`src/rtl/vga_fb_scheduler.sv`:
```
// Framebuffer RAM scheduler: display reads own every 4th active cycle; the rest
// go to a background clear engine or the host port, with a 3-cycle pixel pipe.
//
// state | meaning
// IDLE  | host may use free RAM cycles
// CLEAR | free RAM cycles write clrColor to consecutive words, host locked out
module vga_fb_scheduler #(
  parameter int FB_WORDS   = 76800,
  parameter int LINE_WORDS = 160
) (
  input  logic        ckVideo,
  input  logic        rstVideoN,
  input  logic [9:0]  adrHor,
  input  logic [9:0]  adrVer,
  input  logic        flgActiveVideo,
  input  logic        HS,
  input  logic        VS,
  output logic [3:0]  pixOut,
  output logic        flgActiveOut,
  output logic        HSOut,
  output logic        VSOut,
  output logic        memEn,
  output logic        memWe,
  output logic [16:0] memAdr,
  output logic [15:0] memWrData,
  input  logic [15:0] memRdData,
  input  logic        hostReq,
  input  logic        hostWe,
  input  logic [16:0] hostAdr,
  input  logic [15:0] hostWrData,
  output logic        hostAck,
  output logic [15:0] hostRdData,
  output logic        hostRdValid,
  input  logic        clrStart,
  input  logic [3:0]  clrColor,
  output logic        clrBusy,
  output logic        clrDone
);

  localparam logic [16:0] FB_LAST = 17'(FB_WORDS - 1);

  typedef enum logic {IDLE, CLEAR} state_t;

  state_t      state;
  logic [16:0] clrAdr;
  logic [3:0]  clrColorReg;

  logic        dispSlot;
  logic [16:0] dispAdr;
  logic        hostInRange;
  logic        clrGrant;
  logic        hostGrant;

  logic        rdInRange;

  logic [1:0]  pixSel1, pixSel2;
  logic        act1, act2, hs1, hs2, vs1, vs2;
  logic        dispPend;
  logic [15:0] dispWord;

  // Arbitration: display slot first, then clear, then host.
  always_comb begin
    dispSlot    = flgActiveVideo && (adrHor[1:0] == 2'b00);
    dispAdr     = 17'(adrVer) * 17'(LINE_WORDS) + 17'(adrHor[9:2]);
    hostInRange = hostAdr <= FB_LAST;
    clrGrant    = rstVideoN && !dispSlot && (state == CLEAR);
    hostGrant   = rstVideoN && !dispSlot && (state == IDLE) && hostReq;

    memEn     = 1'b0;
    memWe     = 1'b0;
    memAdr    = '0;
    memWrData = '0;
    if (rstVideoN && dispSlot) begin
      memEn  = 1'b1;
      memAdr = dispAdr;
    end else if (clrGrant) begin
      memEn     = 1'b1;
      memWe     = 1'b1;
      memAdr    = clrAdr;
      memWrData = {4{clrColorReg}};
    end else if (hostGrant) begin
      memEn     = hostInRange;
      memWe     = hostWe;
      memAdr    = hostAdr;
      memWrData = hostWrData;
    end
  end

  assign hostAck = hostGrant;

  always_ff @(posedge ckVideo) begin
    if (!rstVideoN) begin
      state       <= IDLE;
      clrAdr      <= '0;
      clrBusy     <= 1'b0;
      clrDone     <= 1'b0;
      clrColorReg <= '0;
    end else begin
      clrDone <= 1'b0;
      case (state)
        IDLE: begin
          if (clrStart) begin
            state       <= CLEAR;
            clrAdr      <= '0;
            clrBusy     <= 1'b1;
            clrColorReg <= clrColor;
          end
        end
        CLEAR: begin
          if (clrGrant) begin
            if (clrAdr == FB_LAST) begin
              state   <= IDLE;
              clrAdr  <= '0;
              clrBusy <= 1'b0;
              clrDone <= 1'b1;
            end else begin
              clrAdr <= clrAdr + 17'd1;
            end
          end
        end
        default: state <= IDLE;
      endcase
    end
  end

  // Out-of-range reads never touch the RAM, so their data is forced to zero.
  always_ff @(posedge ckVideo) begin
    if (!rstVideoN) begin
      hostRdValid <= 1'b0;
      rdInRange   <= 1'b0;
    end else begin
      hostRdValid <= hostGrant && !hostWe;
      rdInRange   <= hostInRange;
    end
  end

  assign hostRdData = (hostRdValid && rdInRange) ? memRdData : 16'h0000;

  // The RAM word is valid only one cycle after the slot, so it is latched and
  // held for the four pixels that follow.
  always_ff @(posedge ckVideo) begin
    if (!rstVideoN) begin
      pixSel1      <= '0;
      pixSel2      <= '0;
      act1         <= 1'b0;
      act2         <= 1'b0;
      hs1          <= 1'b1;
      hs2          <= 1'b1;
      vs1          <= 1'b1;
      vs2          <= 1'b1;
      dispPend     <= 1'b0;
      dispWord     <= '0;
      pixOut       <= '0;
      flgActiveOut <= 1'b0;
      HSOut        <= 1'b1;
      VSOut        <= 1'b1;
    end else begin
      pixSel1  <= adrHor[1:0];
      act1     <= flgActiveVideo;
      hs1      <= HS;
      vs1      <= VS;
      dispPend <= dispSlot;

      pixSel2 <= pixSel1;
      act2    <= act1;
      hs2     <= hs1;
      vs2     <= vs1;
      if (dispPend) begin
        dispWord <= memRdData;
      end

      flgActiveOut <= act2;
      HSOut        <= hs2;
      VSOut        <= vs2;
      pixOut       <= act2 ? dispWord[{pixSel2, 2'b00} +: 4] : 4'h0;
    end
  end

endmodule
```
`config.mk`:
```
export PLATFORM = sky130hd
export DESIGN_NAME = vga_fb_scheduler
export DESIGN_NICKNAME = d
export VERILOG_FILES = /design/src/rtl/vga_fb_scheduler.sv
export SDC_FILE = /design/constraint.sdc
export NUM_CORES = 1
export LEC_CHECK = 0
export CORE_AREA = 10 10 124 92
export CTS_BUF_LIST = sky130_fd_sc_hd__clkbuf_2 sky130_fd_sc_hd__clkbuf_4 sky130_fd_sc_hd__clkbuf_8
export CTS_CLUSTER_DIAMETER = 50
export DETAILED_ROUTE_END_ITERATION = 16
export DIE_AREA = 0 0 134 102
export PLACE_DENSITY_LB_ADDON = 0.08
export SLEW_MARGIN = 20
export SYNTH_ARGS = -nofsm -noshare
export SYNTH_HDL_FRONTEND = slang
export SYNTH_SLANG_ARGS = --single-unit
```
`constraint.sdc`:
```
create_clock -name ckVideo -period 3 [get_ports ckVideo]
set_input_delay 0.45 -clock ckVideo [delete_from_list [all_inputs] [get_ports ckVideo]]
set_output_delay 0.45 -clock ckVideo [all_outputs]
set_load 0.1 [all_outputs]
```
Word level (Yosys, flattened, before mapping)

Index checks and enable logic that the tools add are counted.

Shifts and indexed selects: 1
Add/sub/neg operators: 2
$lt $le $gt $ge: 1
Bitwise logic cells: 1
Reduce and logical (&&, ||, !) cells: 16
Equality and inequality tests: 4
Multipliers: 1
Muxes and demuxes: 26

Operators by type and width:

| operator                                                              | number |
|---|---|
| 17-bit 2-to-1 mux                                                     | 6 |
| 16-bit 2-to-1 mux                                                     | 4 |
| 17-bit one-hot mux with 2 select lines                                | 1 |
| 17-bit by 1-bit adder with 17-bit output (second input constant)      | 1 |
| 17-bit by 8-bit adder with 17-bit output                              | 1 |
| 17-bit equality test (second input constant)                          | 1 |
| 17-bit less-or-equal comparator (second input constant)               | 1 |
| 16-bit by 5-bit variable part select with 4-bit output                | 1 |
| 1-bit 2-to-1 mux                                                      | 13 |
| 10-bit by 3-bit multiplier with 12-bit output (second input constant) | 1 |
| 1-bit logical AND                                                     | 8 |
| 2-bit AND reduction                                                   | 3 |
| 3-bit AND reduction                                                   | 2 |
| 2-bit by 1-bit != test with 1-bit output (second input constant)      | 2 |
| 1-bit one-hot mux with 2 select lines                                 | 2 |
| 1-bit logical NOT                                                     | 2 |
| 2-bit logical NOT                                                     | 1 |
| 2-bit != test (second input constant)                                 | 1 |
| 1-bit inverter                                                        | 1 |

Logic and storage cells: 73
Input port bits: 81
Flip-flop bits (word level): 60
Output and inout bits: 62

Logic depth before layout (Yosys ltp)

Gate-level depths: netlist of run 1.

Word-level depth: 9
Gate-level depth with buffers: 9
Depth with buffers taken out: 9

Worst setup path before layout of run 1

No wires, ideal clock.

Kind: in2out
Start point: input adrVer[1]
End point: output memAdr[15]
Buffers on the path: 0
Arrival time: 3.781 ns
Setup slack: -1.231 ns
Data required time: 2.550 ns
Stages: 9
Cells stage by stage: ha_1 ha_1 fa_1 a21o_2 a221oi_1 xnor2_1 nand4_1 xnor2_1 o21ai_1

Cells in the longest elaborated chain, start to end: 3

Ends and longest elaborated chain:

| element                                       | RTL line | RTL |
|---|---|---|
| from (decl)                                   | 14       | `input logic [9:0] adrVer,` |
| 10-bit by 3-bit multiplier with 12-bit output | 64       | `dispAdr = 17'(adrVer) * 17'(LINE_WORDS) + 17'(adrHor[9:2]);` |
| 17-bit by 8-bit adder with 17-bit output      | 64       |  |
| 17-bit 2-to-1 mux                             | 73       | `if (rstVideoN && dispSlot) begin` |
| to (decl)                                     | 24       | `output logic [16:0] memAdr,` |

Every way passes these cells.

Worst setup path in the final report of run 1

Start point: input adrVer[3]
End point: output memAdr[16]

The elaborated chain is that of the path after synthesis.

==> flow_summary.toml, run 1 <==
[timing]
period_share_pct = 109
fin_ws_ps = -259
max_slew_margin_pct = 35.9
rsz0062_at_grt = "true"
drv_slew = 0
hold_viol_final = 0
fin_skew_ps = 13.6
hold_ws_ps = 408
min_period_ps = 3260
setup_violations = 5
worstMarginPinSlew_ps = 961
max_freq_mhz = 307

[placement]
place_congestion = 0.865
place_hpwl_um = 9930
portBuffers = 142

[synth]
yosysMostFrequentCell = "dfxtp_1"
synth_top_area_cell = "dfxtp_1"
synth_common_cells = "dfxtp_1 (60), nor2b_1 (29), nor2_1 (23)"
synth_warnings = 0
synthArstFlopShare_pct = 0
synth_area_per_cell_um2 = 9.14
syn_area_um2 = 3620
synthFlopType = "dfxtp_1"
synth_top_area_share_pct = 33.2
synth_cell_types = 58
synth_edf_count = 0
yosysSeqAreaShare_pct = 33.2
synth_nets = 499
yosys-top-cells-area = "dfxtp_1 (33%), ha_1 (6.9%), mux2i_1 (5.5%)"
synthCells = 396
ys_seq_elements = 60

[setup_path]
critPathMaxStageDelay_ps = 400
cp_slowest_cell = "a2111o_1"
crit_chain = "buf_8 > ha_4 > ha_4 > fa_2 > a21o_4 > a221oi_4 > xnor2_2 > nand3_2 > a2111o_1 > nand3_4 > buf_12"
crit_family = "compound AO/OA/AOI/OAI gates"
crit_top_cell = "ha_4"
crit_type = "input pin to primary output"
cp-start-kind = "input pin"
path_buf_inv = 2
required_ps = 2550
crit_path_max_fanout = 3
critPathArrivalTime_ps = 2810
critPathCaptureType = "primary output"

[cells_and_area]
final_util_pct = 71.8
layout-drive-gt1-share_pct = 36.3
fin_nets = 682
n_antenna_cell = 0
nFillCells = 691
area_growth_pct = 77.9

[floorplan]
initial_utilization_pct = 40.4
die_w_um = 134
num_io_pins = 143
core.rowCount = 29
coreArea_um2 = 8960
die_height_um = 102
die_area_um2 = 13700

[global_routing]
grt_max_degree = 28
met1_usage_pct = 22.4
use_met2_pct = 30.9
gr-usage-met3_pct = 5.05
grt_usage_pct = 18.1
grt_pass1_vias = 3707
grt_antenna_before_repair = 0
busiest_layer = "met2"
overflow = 0
grt_pass1_wl_um = 20100

[cts]
cts-root-buf = "clkbuf_8"
insertion_delay_ps = 340
cts_made_buffers = 9
cts_tree = "yes"
cts_sinks = 60
cts-htree-levels = 3
cts_buffer_depth = 2
path_clk_slew_ps = 70

[power]
power_density_nw_per_um2 = 416
cellLeakagePower_nw = 2.58
ir_drop_mv = 0.292

[flow_run]
drv_cap = 0

[outcome]
run_status = "finished with violations"
violations = "negative setup slack"

[route]
via_count = 3602
ant_nets = 0
drt_iter0_drc = 212
drc = 0
wl_per_cell_um = 17.9
drtPass1Iterations = 4
wl_um = 12700
viasPerCell = 5.09

[min_path]
min_path_type = "flip-flop to flip-flop"
[state kept, by name, indices dropped and copies added, names as in the netlist, 2 cells and up]
signal	count
clrAdr	17
dispWord	16
clrColorReg	4
pixOut	4
pixSel1	2
pixSel2	2
[worst reg2reg max path: cells and delay by family (launching register included)]
| family | cells | cell delay (ps) |
|---|---|---|
| flops | 1 | 410 |
| compound gates | 1 | 230 |
| simple gates | 5 | 1040 |
[final timing paths]
kind,start,to,slack (ps),cells after the start
worst min register to register,vs2,VSOut,410,1
worst max register to register,clrAdr[5],clrAdr[3],1190,6
worst min-delay path,vs2,VSOut,410,1
worst max-delay path,adrVer[3],memAdr[16],-260,11
[logic make-up (layout without fill, tap and decap cells)]
logic type	Yosys count	count (layout)	synth area share [%]
AND/OR/NAND/NOR	146	146	23.1
adder cells (fa/ha/maj)	22	22	8.02
buffers and inverters	35	223	3.84
multiplexers	24	24	8.02
flip-flops	60	60	33.2
AO/OA/AOI/OAI	83	83	17.4
XOR/XNOR	26	26	6.50
[layer usage]
layer	up-vias	routed length, um
met5	-	0
li1	1813	-
met2	93	6220
met1	1686	5620
met4	0	165
met3	10	679
[timing repair]
action,4_1_cts,5_1_grt
buffers inserted,5,1
pin swaps,27,10
resized for setup,71,13
setup endpoints to repair,9,8
hold buffers,0,0
[power by group]
group | switching (mW) | internal, mW | leakage [nW]
clock network | 0.326 | 0.411 | 0.0991
logic | 0.596 | 0.498 | 2.00
registers | 0.0250 | 0.819 | 0.489
[per-stage QoR]
| step | total power, mW | instance area (um^2) | instances | TNS [ps] | setup WS, ps |
|---|---|---|---|---|---|
| floorplan | 1.42 | 3770 | 396 | -1040 | -297 |
| global placement | 1.82 | 5930 | 687 | -3550 | -695 |
| detailed placement | 1.84 | 5930 | 687 | -3890 | -740 |
| CTS | 2.67 | 6380 | 708 | -723 | -241 |
| global route | 2.79 | 6440 | 708 | -1380 | -353 |
| finish | 2.67 | 6440 | 708 | -906 | -259 |
[layout make-up]
cell class                      count  area [um^2]  share of cell area (%)
Clock buffer                       10          138                    2.14
Inverter                           14         52.6                   0.816
Timing Repair Buffer              193         2100                    32.7
Multi-Input combinational cell    301         2720                    42.2
Tap cell                          124          155                    2.41
Sequential cell                    60         1200                    18.7
Clock inverter                      6         71.3                    1.11
[cell usage in the layout, fill, tap and decap left out, types with 5 or more instances in the layout]
master | netlist | routed
xor2_1 | 14 | 11
ha_1 | 20 | 7
a222oi_1 | 7 | 7
nand4_1 | 7 | 7
buf_2 | 5 | 7
a221oi_1 | 6 | 5
xnor2_1 | 11 | 8
buf_4 | 0 | 73
and2_1 | 13 | 13
clkdlybuf4s50_1 | 0 | 70
mux2i_1 | 20 | 20
clkbuf_8 | 0 | 10
inv_1 | 13 | 13
nor2_1 | 23 | 21
and3_1 | 21 | 19
nor2b_1 | 29 | 28
nand2_1 | 19 | 17
ha_4 | 0 | 13
a22o_2 | 0 | 8
a21oi_1 | 17 | 10
dfxtp_1 | 60 | 60
nand2b_1 | 8 | 8
a22oi_1 | 6 | 6
a21oi_2 | 1 | 5
a22o_1 | 16 | 8
buf_12 | 0 | 38
Power figures use the tool's default switching activity.
==> run 2: changes to the inputs <==
--- a/config.mk
+++ b/config.mk
@@ -10,6 +10,7 @@
 export CTS_CLUSTER_DIAMETER = 50
 export DETAILED_ROUTE_END_ITERATION = 16
 export DIE_AREA = 0 0 134 102
+export GPL_TIMING_DRIVEN = 0
 export PLACE_DENSITY_LB_ADDON = 0.08
 export SLEW_MARGIN = 20
 export SYNTH_ARGS = -nofsm -noshare
==> run 2 against run 1 <==
Utilization shrank 5.9 points. Register-to-register slack lost 60 ps. Global-route usage grew 0.28 points. Flip-flop and latch count is the same. The run still ends with negative setup slack left. Cell area shrank 8.3%. Wire length grew 0.28%. Combinational power shrank 12%. Die area is the same. Sequential power shrank 0.8%. Setup slack lost 20 ps. Clock power grew 2%.
==> flow_summary.toml, run 2 (synthesized netlist as in run 1, its figures left out) <==
[timing]
fin_skew_ps = 13.7
setup_violations = 4
max_freq_mhz = 305
drv_slew = 0
max_slew_margin_pct = 33.0
hold_viol_final = 0
period_share_pct = 109
worstMarginPinSlew_ps = 1000
fin_ws_ps = -278
rsz0062_at_grt = "true"
min_period_ps = 3280

[route]
met3_length_um = 747
drtPass1Iterations = 6
top_layer = "met4"
m1WireLength_um = 5670
wl_per_cell_um = 18.6
wl_um = 12700
via_count = 3594
ant_nets = 0
drc = 0
viasPerCell = 5.25
dr_wl_met2_um = 6210
drt_iter0_drc = 190

[cells_and_area]
n_antenna_cell = 0
fin_nets = 662
top_regs = "clrAdr: 17 flops, dispWord: 16 flops"
final_common_cell = "clkdlybuf4s50_1"
layout-drive-gt1-share_pct = 27.1
area_growth_pct = 63.2
largest_reg_flops = 17
largest-register = "clrAdr"
final_util_pct = 65.9
nFillCells = 760
final_cell_mix = "clkdlybuf4s50_1 (87), dfxtp_1 (60), nor2b_1 (29)"
stdcell_count = 685

[cts]
cts_hold_buf = 0
cts_buffer_depth = 2
cts-root-buf = "clkbuf_8"
insertion_delay_ps = 330
cts_tree = "yes"
cts-htree-levels = 3
path_clk_slew_ps = 60
cts_sinks = 60
cts_made_buffers = 9

[setup_path]
crit_top_cell = "ha_4"
crit_path_end = "memAdr[16]"
critPathArrivalTime_ps = 2830
cp_slowest_cell = "a2111o_1"
critPathCaptureType = "primary output"
critPathMaxStageDelay_ps = 460
crit_type = "input pin to primary output"
cp-start-kind = "input pin"
r2r-start = "state"
crit_start = "adrVer[3]"
required_ps = 2550
crit_path_max_fanout = 6
r2r_end = "clrAdr[9]"
crit_chain = "buf_8 > buf_4 > ha_4 > ha_4 > a211o_1 > a311o_1 > a21oi_4 > nand3_1 > a2111o_1 > nand3_4 > buf_12"
ff2ff_setup_slack_ps = 1130
r2r_cells = 9

[placement]
place_congestion = 0.782
place_hpwl_um = 9760
post-place-cells = 662
place_ws_ps = -1900
portBuffers = 142

[floorplan]
die_area_um2 = 13700
coreArea_um2 = 8960
initial_utilization_pct = 40.4
die_height_um = 102
num_io_pins = 143
core.rowCount = 29
die_w_um = 134

[global_routing]
grt_pass1_vias = 3733
grt_usage_pct = 18.4
grt_antenna_before_repair = 0
grt_max_degree = 11
grt_pass1_wl_um = 20300
overflow = 0

[power]
cellLeakagePower_nw = 2.48
power_density_nw_per_um2 = 432
ir_drop_mv = 0.296

[min_path]
min_path_type = "flip-flop to flip-flop"

[flow_run]
drv_cap = 0

[outcome]
run_status = "finished with violations"
violations = "negative setup slack"
run 2: worst min path at each step:
| stage | slack (ps) | endpoint | from | depth (start not counted) |
|---|---|---|---|---|
| after floorplan | 390 | HSOut | hs2 | 1 |
| after global placement | 390 | vs2 | vs1 | 1 |
| after detailed placement | 390 | vs2 | vs1 | 1 |
| after CTS | 410 | vs2 | vs1 | 1 |
| after global routing | 430 | vs2 | vs1 | 1 |
| final | 400 | vs2 | vs1 | 1 |
run 2: where the power goes:
| part | internal [mW] | switching, mW | total, mW | leakage (nW) |
|---|---|---|---|---|
| Sequential | 0.819 | 0.0175 | 0.837 | 0.489 |
| Clock | 0.462 | 0.292 | 0.754 | 0.101 |
| Combinational | 0.387 | 0.572 | 0.958 | 1.89 |
| Total | 1.67 | 0.882 | 2.55 | 2.48 |
run 2: repair_timing:
item	4_1_cts	5_1_grt
pin swaps	24	7
gates resized for setup	268	49
endpoints found under the setup margin	35	43
buffers inserted	11	0
run 2: area by class of cell:
class | count | area (um^2) | share of cell area (%)
well taps | 124 | 155 | 2.63
inverters | 14 | 52.6 | 0.890
multi-input cells | 301 | 2730 | 46.3
clock inverters | 3 | 65.1 | 1.10
flip-flops and latches | 60 | 1200 | 20.3
clock buffers | 10 | 131 | 2.23
plain buffers | 20 | 98.8 | 1.67
repair buffers | 153 | 1470 | 24.9
run 2: per-layer routing:
layer | track usage [%] | up-vias
met3 | 4.80 | 12
met1 | 23.1 | 1705
met4 | 3.84 | 0
met2 | 31.5 | 113
li1 | - | 1764
met5 | 0 | -
run 2: per-stage QoR:
stage	total power, mW	setup TNS [ps]	hold WS, ps	cell area [um^2]
after floorplan	1.42	-1040	386	3770
after global placement	1.67	-39630	389	5350
after detailed placement	1.68	-41320	391	5350
after CTS	2.52	-900	406	5760
after global routing	2.66	-1360	428	5900
final	2.55	-951	405	5900
run 2: critical path, delay by kind of cell:
family | cells | cell delay, ps
AO/OA/AOI/OAI | 4 | 1330
adder cells (fa/ha/maj) | 2 | 420
buffers and inverters | 3 | 400
AND/OR/NAND/NOR | 2 | 200
==> run 3: changes to the inputs <==
--- a/config.mk
+++ b/config.mk
@@ -5,11 +5,10 @@
 export SDC_FILE = /design/constraint.sdc
 export NUM_CORES = 1
 export LEC_CHECK = 0
-export CORE_AREA = 10 10 124 92
-export CTS_BUF_LIST = sky130_fd_sc_hd__clkbuf_2 sky130_fd_sc_hd__clkbuf_4 sky130_fd_sc_hd__clkbuf_8
+export CORE_AREA = 10 10 125 93
 export CTS_CLUSTER_DIAMETER = 50
 export DETAILED_ROUTE_END_ITERATION = 16
-export DIE_AREA = 0 0 134 102
+export DIE_AREA = 0 0 135 103
 export GPL_TIMING_DRIVEN = 0
 export PLACE_DENSITY_LB_ADDON = 0.08
 export SLEW_MARGIN = 20
==> run 3 against run 2 <==
The flow still finishes with violations (negative setup slack). Global-route usage shrank 0.26 points. Via count increased by 1.8%. Flip-flop and latch count unchanged. Cell area is 3.1% higher. First-iteration DRC count is 1.6% higher. Clock power grew 31%. Critical path type unchanged.
==> flow_summary.toml, run 3 (synthesized netlist as in run 1, its figures left out) <==
[timing]
drv_slew = 0
hold_viol_final = 0
setup_violations = 5
period_share_pct = 110
max_freq_mhz = 303
fin_ws_ps = -300
worstMarginPinSlew_ps = 987
max_slew_margin_pct = 34.0
min_period_ps = 3300
rsz0062_at_grt = "true"
fin_skew_ps = 7.91

[placement]
place_congestion = 0.855
place_hpwl_um = 9830
portBuffers = 142
place_ws_ps = -1850

[outcome]
run_status = "finished with violations"
violations = "negative setup slack"

[route]
wl_um = 12900
wl_per_cell_um = 18.5
ant_nets = 0
via_count = 3659
drc = 0
drtPass1Iterations = 4
drt_iter0_drc = 193
viasPerCell = 5.26

[min_path]
hold_depth = 1
min_to = "VSOut"
holdCritStartpoint = "vs2"
min_path_type = "flip-flop to flip-flop"

[setup_path]
required_ps = 2550
cp-start-kind = "input pin"
crit_path_max_fanout = 3
r2r_cells = 8
r2r-start = "state"
crit_type = "input pin to primary output"
critPathArrivalTime_ps = 2850
critPathCaptureType = "primary output"
ff2ff_setup_slack_ps = 1140
r2r_end = "clrAdr[12]"

[cells_and_area]
largest_reg_flops = 17
largest-register = "clrAdr"
top_regs = "clrAdr: 17 flops, dispWord: 16 flops"
final_common_cell = "clkdlybuf4s50_1"
final_cell_mix = "clkdlybuf4s50_1 (86), dfxtp_1 (60), nor2b_1 (29)"
final_util_pct = 65.1
layout-drive-gt1-share_pct = 27.5
fin_nets = 665
n_antenna_cell = 0
area_growth_pct = 68.2

[flow_run]
drv_cap = 0

[floorplan]
coreArea_um2 = 9350
die_area_um2 = 13900
num_io_pins = 143
initial_utilization_pct = 38.7
core.rowCount = 30
die_w_um = 135
die_height_um = 103

[global_routing]
grt_pass1_wl_um = 20000
grt_usage_pct = 18.2
grt_max_degree = 11
grt_pass1_vias = 3724
grt_antenna_before_repair = 0
overflow = 0

[cts]
path_clk_slew_ps = 50
cts_made_buffers = 9
insertion_delay_ps = 330
cts_buffer_depth = 2
cts_sinks = 60
cts_tree = "yes"
cts-root-buf = "clkbuf_16"
cts-htree-levels = 3

[power]
cellLeakagePower_nw = 2.56
power_density_nw_per_um2 = 459
power_mw = 2.79
ir_drop_mv = 0.317
run 3: changes by cell type in the layout (fill, tap and decap cells not counted), moves of 2 or more:
cell and change:
buf_6 -2, clkbuf_16 +9, a21oi_1 +2, clkinvlp_4 +2, clkbuf_1 +3, buf_4 +6
clkbuf_8 -9, clkbuf_4 +6, buf_2 -13, a21oi_2 -2
run 3: final cells by class:
class,count,area (um^2)
Fill cell,767,3260
Multi-Input combinational cell,301,2740
Timing Repair Buffer,156,1540
Sequential cell,60,1200
Clock buffer,12,236
Tap cell,128,160
Buffer,20,96.3
Inverter,14,52.6
Clock inverter,4,50.0
run 3: where the power goes:
group / internal, mW / leakage [nW] / total [mW] / switching [mW]
Clock: 0.640 / 0.133 / 0.985 / 0.344
Combinational: 0.398 / 1.94 / 0.971 / 0.573
Sequential: 0.821 / 0.489 / 0.839 / 0.0180
Total: 1.86 / 2.56 / 2.79 / 0.936
run 3: critical path, stage by stage:
cell	delay, ps
buf_8	100
ha_4	230
ha_4	160
fa_2	400
buf_12	150
xor2_4	130
o211ai_1	140
nor4_4	220
buf_4	180
nand3_1	120
xor2_2	200
o21ai_4	160
buf_12	190
run 3: repair_timing:
item | 4_1_cts | 5_1_grt
resized for setup | 270 | 54
setup buffers | 11 | 3
hold buffers | 0 | 0
setup endpoints to repair | 36 | 44
pin swaps | 26 | 11
run 3: metrics by stage:
stage                     area [um^2]  setup TNS (ps)  hold slack (ps)  std cells
after floorplan                  3770           -1040              386        396
after detailed placement         5350          -41790              403        666
final                            6080           -1110              409        695
after global placement           5350          -39960              389        666
after global routing             6080           -1540              423        695
after CTS                        5880            -696              415        692
run 3: worst max path at each step:
stage               startpoint    endpoint  slack, ps  cells after the start
finish               adrVer[3]  memAdr[14]       -300                     13
global route         adrVer[3]  memAdr[14]       -390                     13
CTS                  adrVer[3]  memAdr[16]       -290                     11
detailed placement   adrVer[1]  memAdr[16]      -1850                     11
global placement     adrVer[1]  memAdr[16]      -1820                     11
floorplan            adrVer[1]  memAdr[15]       -300                      9
run 3: metal layers:
| layer | up-vias | track usage (%) | wire [um] |
|---|---|---|---|
| met5 | - | 0 | 0 |
| met4 | 0 | 4.37 | 153 |
| met3 | 12 | 6.33 | 800 |
| li1 | 1783 | - | - |
| met2 | 112 | 29.5 | 6090 |
| met1 | 1752 | 22.7 | 5840 |
